File: src/rtl/conv_accumulator.sv
// Streaming convolution-window accumulator: sums KSIZE Q16.16 products, then
// rescales to Q8.8 with saturation and optional ReLU, held until consumed.
module conv_accumulator #(
   parameter int unsigned KSIZE = 25,
   parameter int unsigned FRAC  = 8,
   parameter int unsigned ACC_W = 40
) (
   input  logic        clk,
   input  logic        rst,
   input  logic [31:0] product,
   input  logic        in_valid,
   output logic        in_ready,
   input  logic        relu_en,
   output logic [15:0] result,
   output logic        sat,
   output logic        out_valid,
   input  logic        out_ready
);

   localparam int unsigned PROD_W = 32;
   localparam int unsigned RES_W  = 16;
   localparam int unsigned CNT_W  = 8;
   localparam int unsigned HI_W   = ACC_W - RES_W + 1;

   localparam logic [1:0] S_IDLE  = 2'd0;
   localparam logic [1:0] S_ACCUM = 2'd1;
   localparam logic [1:0] S_HOLD  = 2'd2;

   localparam logic [CNT_W-1:0] CNT_LAST = CNT_W'(KSIZE - 1);

   logic [1:0]        r_state;
   logic [ACC_W-1:0]  r_acc;
   logic [CNT_W-1:0]  r_cnt;
   logic [RES_W-1:0]  r_result;
   logic              r_sat;
   logic              r_out_valid;
   logic              r_in_ready;

   logic [1:0]        w_state_nxt;
   logic [ACC_W-1:0]  w_acc_nxt;
   logic [CNT_W-1:0]  w_cnt_nxt;
   logic [RES_W-1:0]  w_result_nxt;
   logic              w_sat_nxt;
   logic              w_out_valid_nxt;
   logic              w_in_ready_nxt;

   logic [ACC_W-1:0]  w_prod_ext;
   logic [ACC_W-1:0]  w_sum;
   logic [ACC_W-1:0]  w_shift;
   logic [HI_W-1:0]   w_hi;
   logic              w_ovf;
   logic [RES_W-1:0]  w_clip;
   logic [RES_W-1:0]  w_final;

   // Datapath: a window in IDLE starts from zero, so the stale acc never leaks in.
   always_comb begin
      w_prod_ext = {{(ACC_W - PROD_W){product[PROD_W-1]}}, product};
      w_sum      = ((r_state == S_IDLE) ? '0 : r_acc) + w_prod_ext;
      w_shift    = ACC_W'($signed(w_sum) >>> FRAC);
      // Fits in 16 bits only if everything from bit 15 upward is a pure sign extension.
      w_hi       = w_shift[ACC_W-1:RES_W-1];
      w_ovf      = !((&w_hi) || (~|w_hi));
      if (w_ovf) begin
         w_clip = w_shift[ACC_W-1] ? 16'h8000 : 16'h7FFF;
      end else begin
         w_clip = w_shift[RES_W-1:0];
      end
      w_final = (relu_en && w_clip[RES_W-1]) ? '0 : w_clip;
   end

   // Next-state and next-output logic.
   always_comb begin
      w_state_nxt     = r_state;
      w_acc_nxt       = r_acc;
      w_cnt_nxt       = r_cnt;
      w_result_nxt    = r_result;
      w_sat_nxt       = r_sat;
      w_out_valid_nxt = r_out_valid;

      case (r_state)
         S_IDLE: begin
            if (in_valid) begin
               w_acc_nxt   = w_sum;
               w_cnt_nxt   = CNT_W'(1);
               w_state_nxt = S_ACCUM;
            end
         end
         S_ACCUM: begin
            if (in_valid) begin
               if (r_cnt == CNT_LAST) begin
                  w_result_nxt    = w_final;
                  w_sat_nxt       = w_ovf;
                  w_out_valid_nxt = 1'b1;
                  w_acc_nxt       = '0;
                  w_cnt_nxt       = '0;
                  w_state_nxt     = S_HOLD;
               end else begin
                  w_acc_nxt = w_sum;
                  w_cnt_nxt = r_cnt + CNT_W'(1);
               end
            end
         end
         S_HOLD: begin
            if (out_ready) begin
               w_out_valid_nxt = 1'b0;
               w_state_nxt     = S_IDLE;
            end
         end
         default: begin
            w_state_nxt     = S_IDLE;
            w_acc_nxt       = '0;
            w_cnt_nxt       = '0;
            w_out_valid_nxt = 1'b0;
         end
      endcase

      w_in_ready_nxt = (w_state_nxt != S_HOLD);
   end

   always_ff @(posedge clk or posedge rst) begin
      if (rst) begin
         r_state     <= S_IDLE;
         r_acc       <= '0;
         r_cnt       <= '0;
         r_result    <= '0;
         r_sat       <= 1'b0;
         r_out_valid <= 1'b0;
         r_in_ready  <= 1'b1;
      end else begin
         r_state     <= w_state_nxt;
         r_acc       <= w_acc_nxt;
         r_cnt       <= w_cnt_nxt;
         r_result    <= w_result_nxt;
         r_sat       <= w_sat_nxt;
         r_out_valid <= w_out_valid_nxt;
         r_in_ready  <= w_in_ready_nxt;
      end
   end

   assign in_ready  = r_in_ready;
   assign result    = r_result;
   assign sat       = r_sat;
   assign out_valid = r_out_valid;

endmodule

File: config.mk
export PLATFORM = sky130hd
export DESIGN_NAME = conv_accumulator
export DESIGN_NICKNAME = d
export VERILOG_FILES = /design/src/rtl/conv_accumulator.sv
export SDC_FILE = /design/constraint.sdc
export NUM_CORES = 1
export LEC_CHECK = 0
export CORE_MARGIN = 5
export CORE_UTILIZATION = 40
export CTS_CLUSTER_DIAMETER = 80
export DETAILED_ROUTE_END_ITERATION = 7
export PLACE_DENSITY = 0.62
export SLEW_MARGIN = 20
export SYNTH_ARGS = -nofsm -noshare
export SYNTH_HDL_FRONTEND = slang
export SYNTH_SLANG_ARGS = --single-unit
export TNS_END_PERCENT = 30
File: constraint.sdc
create_clock -name clk -period 5.25 [get_ports clk]
set_input_delay 1.05 -clock clk [delete_from_list [all_inputs] [get_ports clk]]
set_output_delay 1.05 -clock clk [all_outputs]
set_load 0.05 [all_outputs]
==> flow_metrics.py <==
metrics = {
    "finish": {
        "drive_above_1_share_pct": 7.70,
        "final_common_cell": "nand2_1",
        "mostFrequentLayoutCells": "nand2_1, a21oi_1, dfrtp_1",
        "diodes": 0,
        "nets": 801,
        "synthToLayoutAreaGrowth_pct": 21.4,
        "layout.cells.non_filler": 907,
    },
    "sta": {
        "period_minus_slack_ns": 4.80,
        "finalCritPeriodShare_pct": 91.4,
        "fin_hold_ws_ns": 0.470,
        "fin_setup_tns_ns": 0,
        "worstMarginPinSlew_ns": 0.882,
        "finalSetupViolations": 0,
        "finClkSkew_ns": 0.00496,
        "slew_violations": 0,
        "relSlewSlack_pct": 41.1,
        "rsz0062_at_grt": "false",
        "hold_viol": 0,
        "timing.fmax_mhz": 208,
    },
    "drt": {
        "routed_wl_um": 17100,
        "wl_per_cell_um": 18.9,
        "detail-route-antenna-nets": 0,
        "drcViolationCount": 0,
        "dr.first_iter.drc_count": 376,
        "vias": 5317,
        "first_pass_iters": 5,
        "drt-vias-per-instance": 5.86,
    },
    "die": {
        "io_pins": 56,
        "die_h_um": 128,
        "core-area_um2": 13800,
        "initial_core_util_pct": 40.5,
        "placementRows": 43,
        "die_w_um": 128,
        "die-area_um2": 16400,
    },
    "place": {
        "gp_congestion": 0.939,
        "dp_hpwl_um": 12800,
        "io_buffers": 55,
        "place_inst": 891,
    },
    "grt": {
        "grt_pass1_vias": 5368,
        "overflow": 0,
        "use_met3_pct": 3.04,
        "grt_pass1_wl_um": 28000,
        "grt_max_degree": 41,
        "grt.met1_usage_pct": 29.2,
        "busiest_layer": "met2",
        "gr-usage-met2_pct": 34.3,
        "grt_antenna_before_repair": 0,
        "grt_usage_pct": 21.2,
    },
    "run": {
        "max_cap_violations": 0,
    },
    "yosys": {
        "ys_seq_area_share_pct": 31.0,
        "synth.avg_cell_area_um2": 8.36,
        "syn_area_um2": 5580,
        "netlist.area_leader.share_pct": 30.5,
        "async_reset_ff_share_pct": 100,
        "synth-edff-count": 0,
        "yosys_most_used_dff": "dfrtp_1",
        "syn_nets": 746,
        "yosysWarningCount": 0,
        "synth_seq_cells": 69,
        "synth.largest_area_cell": "dfrtp_1",
        "ys_types": 65,
        "synth_area_leaders": "dfrtp_1, ha_1, a21oi_1, nand2_1, a22o_1",
        "syn-instance-count": 667,
    },
    "worst_hold_path": {
        "hold_depth": 2,
        "hp-class": "reg -> reg",
        "min_from": "r_acc[38]",
    },
    "setup_path": {
        "required_ns": 5.51,
        "cp_max_fo": 15,
        "critPathLaunchType": "input pin",
        "crit_chain": "clkdlybuf4s50_1 -> ha_1 -> inv_1 -> fa_1 -> nor2b_1 -> o2111ai_1 -> a21o_1 -> and3_1 -> o31ai_1 -> xor2_1 -> nand4_1 -> and4bb_1 -> and4b_1 -> o21bai_2 -> buf_12 -> a22oi_2",
        "cpPeakStageDelay_ns": 0.47,
        "cp.arrival_ns": 5.06,
        "critPathSlowestCell": "clkdlybuf4s50_1",
        "critPathKind": "in -> reg",
        "r2r_start": "r_state[1]",
        "path_delay_family": "simple AND/OR/NAND/NOR gates",
        "worstRegToRegCells": 18,
        "end_kind": "flop",
        "crit_cells": 16,
        "crit_start": "product[0]",
        "path_buf_inv": 3,
    },
    "clocking": {
        "postCtsHoldBufs": 0,
        "htreeDepth": 3,
        "cts-resized-gates": 0,
        "numClockSinks": 69,
        "clk_path_buf_depth": 2,
        "numCtsBuffers": 9,
        "cts_setup_buffers": 0,
        "clk_pin_slew_ns": 0.06,
        "clockRootBuffer": "clkbuf_16",
        "cts_tree": "built",
        "clock_latency_ns": 0.34,
    },
    "pwr": {
        "p_leak_nw": 2.95,
        "power.density_nw_per_um2": 782,
        "ir_drop_uv": 322,
    },
    "run_status": {
        "status": "complete, no violations",
    },
}
synthesized netlist by cell type (2+ instances only):
| library cell | n |
|---|---|
| a22oi_1 | 13 |
| or3_1 | 2 |
| nor4_1 | 4 |
| o2111ai_1 | 5 |
| nor4b_1 | 3 |
| a21o_1 | 13 |
| nand2_1 | 80 |
| nand3_1 | 22 |
| or2_2 | 2 |
| nand2b_1 | 2 |
| dfrtp_1 | 68 |
| o41ai_1 | 3 |
| nor2_1 | 34 |
| o21ai_0 | 44 |
| nor2b_1 | 44 |
| o21a_1 | 5 |
| and2_1 | 8 |
| o211ai_1 | 5 |
| clkbuf_1 | 21 |
| o221ai_1 | 2 |
| nor3b_1 | 2 |
| a22oi_2 | 3 |
| ha_1 | 41 |
| a21oi_1 | 69 |
| o31ai_1 | 5 |
| nor3_1 | 11 |
| nand4_1 | 15 |
| buf_2 | 9 |
| xor2_1 | 15 |
| o21bai_1 | 3 |
| a311oi_1 | 2 |
| and4_1 | 4 |
| inv_1 | 12 |
| and3_1 | 11 |
| a22o_1 | 33 |
| xnor2_1 | 18 |
| a211oi_1 | 6 |
area by class of cell:
class                           instances  area (um2)
Tap cell                              180         225
Inverter                               12        45.0
Clock buffer                           11         243
Sequential cell                        69        1730
Multi-Input combinational cell        553        3680
Fill cell                            1366        7000
Clock inverter                          5         108
Timing Repair Buffer                   77         741
routing by layer:
layer  routed length (um)  up-vias
li1                     -     2577
met1                 8050     2592
met2                 8000      128
met3                  738       20
met4                  314        0
met5                    0        -
worst reg2reg max path, delay by kind of cell (launching register included):
kind | cells | cell delay (ns)
simple gates | 7 | 1.37
compound gates | 5 | 1.14
fa+ha+maj | 2 | 0.62
flops | 1 | 0.58
buf+inv | 3 | 0.48
xor+xnor | 1 | 0.37
state kept, by name, summed over array words and instances (netlist names):
| register | count |
|---|---|
| r_acc | 40 |
| out_valid | 1 |
| in_ready | 1 |
| result | 16 |
| r_cnt | 8 |
| sat | 1 |
| r_state | 2 |
power breakdown:
group          switching (mW)  internal (mW)  total [mW]  leakage [nW]
sequential              0.151          0.771       0.922         0.857
clock                   0.254          0.480       0.734         0.170
combinational            2.20           1.44        3.64          1.93
total                    2.60           2.69        5.29          2.95
cell families (layout without fill, tap and decap cells):
group | Yosys count | in the layout | synth area share [%]
multiplexers | 2 | 2 | 0.583
adder cells (fa/ha/maj) | 42 | 42 | 9.56
buffers and inverters | 45 | 105 | 3.39
flip-flops | 69 | 69 | 31.0
AND/OR/NAND/NOR | 252 | 252 | 23.3
XOR/XNOR | 33 | 33 | 5.18
AO/OA/AOI/OAI | 224 | 224 | 27.0
stage by stage:
stage	util, %	cell area [um2]	setup slack, ns	power, mW
after floorplan	-	5580	0.966	3.49
after global placement	46.6	6420	0.133	4.47
after detailed placement	46.6	6420	0.136	4.49
after CTS	49.2	6770	0.472	5.27
after global routing	49.2	6770	0.241	5.69
final	49.2	6770	0.450	5.29
worst paths after layout:
| path | to | slack [ns] |
|---|---|---|
| max | result[0] | 0.45 |
| min | r_acc[38] | 0.47 |
| max reg2reg | result[0] | 0.62 |
| min reg2reg | r_acc[38] | 0.47 |
| max in group asynchronous | result[5] | 3.07 |
| min in group asynchronous | r_cnt[7] | 1.20 |
No activity file was read; power rests on OpenSTA's default activity.
==> RTL change (config.mk and constraints unchanged) <==
`r_result` no longer has a reset.
--- a/src/rtl/conv_accumulator.sv
+++ b/src/rtl/conv_accumulator.sv
@@ -122,7 +122,6 @@
          r_state     <= S_IDLE;
          r_acc       <= '0;
          r_cnt       <= '0;
-         r_result    <= '0;
          r_sat       <= 1'b0;
          r_out_valid <= 1'b0;
          r_in_ready  <= 1'b1;
@@ -130,11 +129,14 @@
          r_state     <= w_state_nxt;
          r_acc       <= w_acc_nxt;
          r_cnt       <= w_cnt_nxt;
-         r_result    <= w_result_nxt;
          r_sat       <= w_sat_nxt;
          r_out_valid <= w_out_valid_nxt;
          r_in_ready  <= w_in_ready_nxt;
       end
+   end
+
+   always_ff @(posedge clk) begin
+      r_result <= w_result_nxt;
    end
 
    assign in_ready  = r_in_ready;
Function: same outputs for any inputs over 10 cycles, from zero or initial values and one cycle with rst high; that may be too few to reach the edited logic, so the function may still have changed.
==> RTL change against the original RTL <==
- utilization fell by 0.89 points
- routed wire length fell by 8.3%
- combinational power fell by 21%
- register-to-register slack improved by 20 ps
- worst setup slack improved by 190 ps
- sequential share of layout area rose by 1.5 points
- final area fell by 1.1%
- total power fell by 16%
- critical path type is now register to register
- sequential cell count did not move
- critical path depth fell by 1
- synthesized area rose by 1.6%
==> RTL change: results (changes against the original RTL) <==
Outcome
  – Status: finished clean

Yosys
  – Mapped Cells: 656 (-1.6%)
  – Async set or reset register ratio after synthesis: 76.8% (-23 points)
  – Area contributors post-synth: dfrtp_1, ha_1, edfxtp_1
  – Sequential area share after synthesis: 31.9% (+0.93 points)
  – Post-synthesis mux area share: 0.353% (-0.23 points)
  – Post-synth EDFFs: 16 (+16)
  – Mapped Nets: 735 (-1.5%)
  – Post-synthesis adder-cell area fraction: 9.41% (-0.15 points)

Place
  – Setup slack after placement: 382 ps (+246 ps)
  – GP Congestion: 0.938 (-0.11%)
  – Placed cell count: 870 (-2.4%)
  – Dpl hpwl: 11.8 mm (-7.6%)

Setup path
  – Crit-path slowest cell: a221oi_1
  – Top delay family on crit path: compound AO/OA/AOI/OAI gates
  – Max incr delay on CP: 560 ps (+90 ps)
  – Worst setup path start: r_state[0]$_DFF_PP0_
  – Critical Path AT: 4700 ps (-360 ps)

GRT
  – GRT Total Usage: 19.5% (-1.6 points)
  – First-pass GRT wire length: 25.7 mm (-8.1%)
  – Vias in the first global route: 4980 (-7.2%)

Power
  – Power in sequential cells: 0.904 mW (-2%)
  – Sw Ratio: 47.5% (-1.6 points)
  – Leakage power: 2.75 nW (-7.0%)
  – Worst IR drop on VDD: 249 uV (-23%)

Routing
  – Vias/cell: 5.81 (-0.81%)
==> RTL change: layout make-up <==
type                            count  share of cell area, %
Multi-Input combinational cell    537                   54.1
Sequential cell                    69                   27.0
Timing Repair Buffer               66                   9.82
Clock buffer                        9                   3.36
Tap cell                          180                   3.36
Clock inverter                      7                   1.34
Inverter                           18                   1.01
==> RTL change: worst register-to-register path: stages (launching register included) <==
cell	delay, ps
dfrtp_1	500
nor2_2	370
buf_4	320
nor2b_1	90
ha_1	360
a21oi_2	290
o21ai_1	130
a221oi_1	560
inv_1	150
o41ai_1	230
o21ba_2	230
nor4_1	300
nand4_1	210
o31ai_4	320
buf_12	200
a21oi_1	90
==> RTL change: layer usage <==
layer | wire length, um | share of wire [%] | GRT usage (%) | up-vias
li1 | - | - | - | 2490
met1 | 7350 | 47 | 27.3 | 2476
met2 | 7110 | 45 | 30.2 | 159
met3 | 898 | 5.7 | 3.42 | 27
met4 | 323 | 2.1 | 7.47 | 0
met5 | 0 | 0 | 0 | -
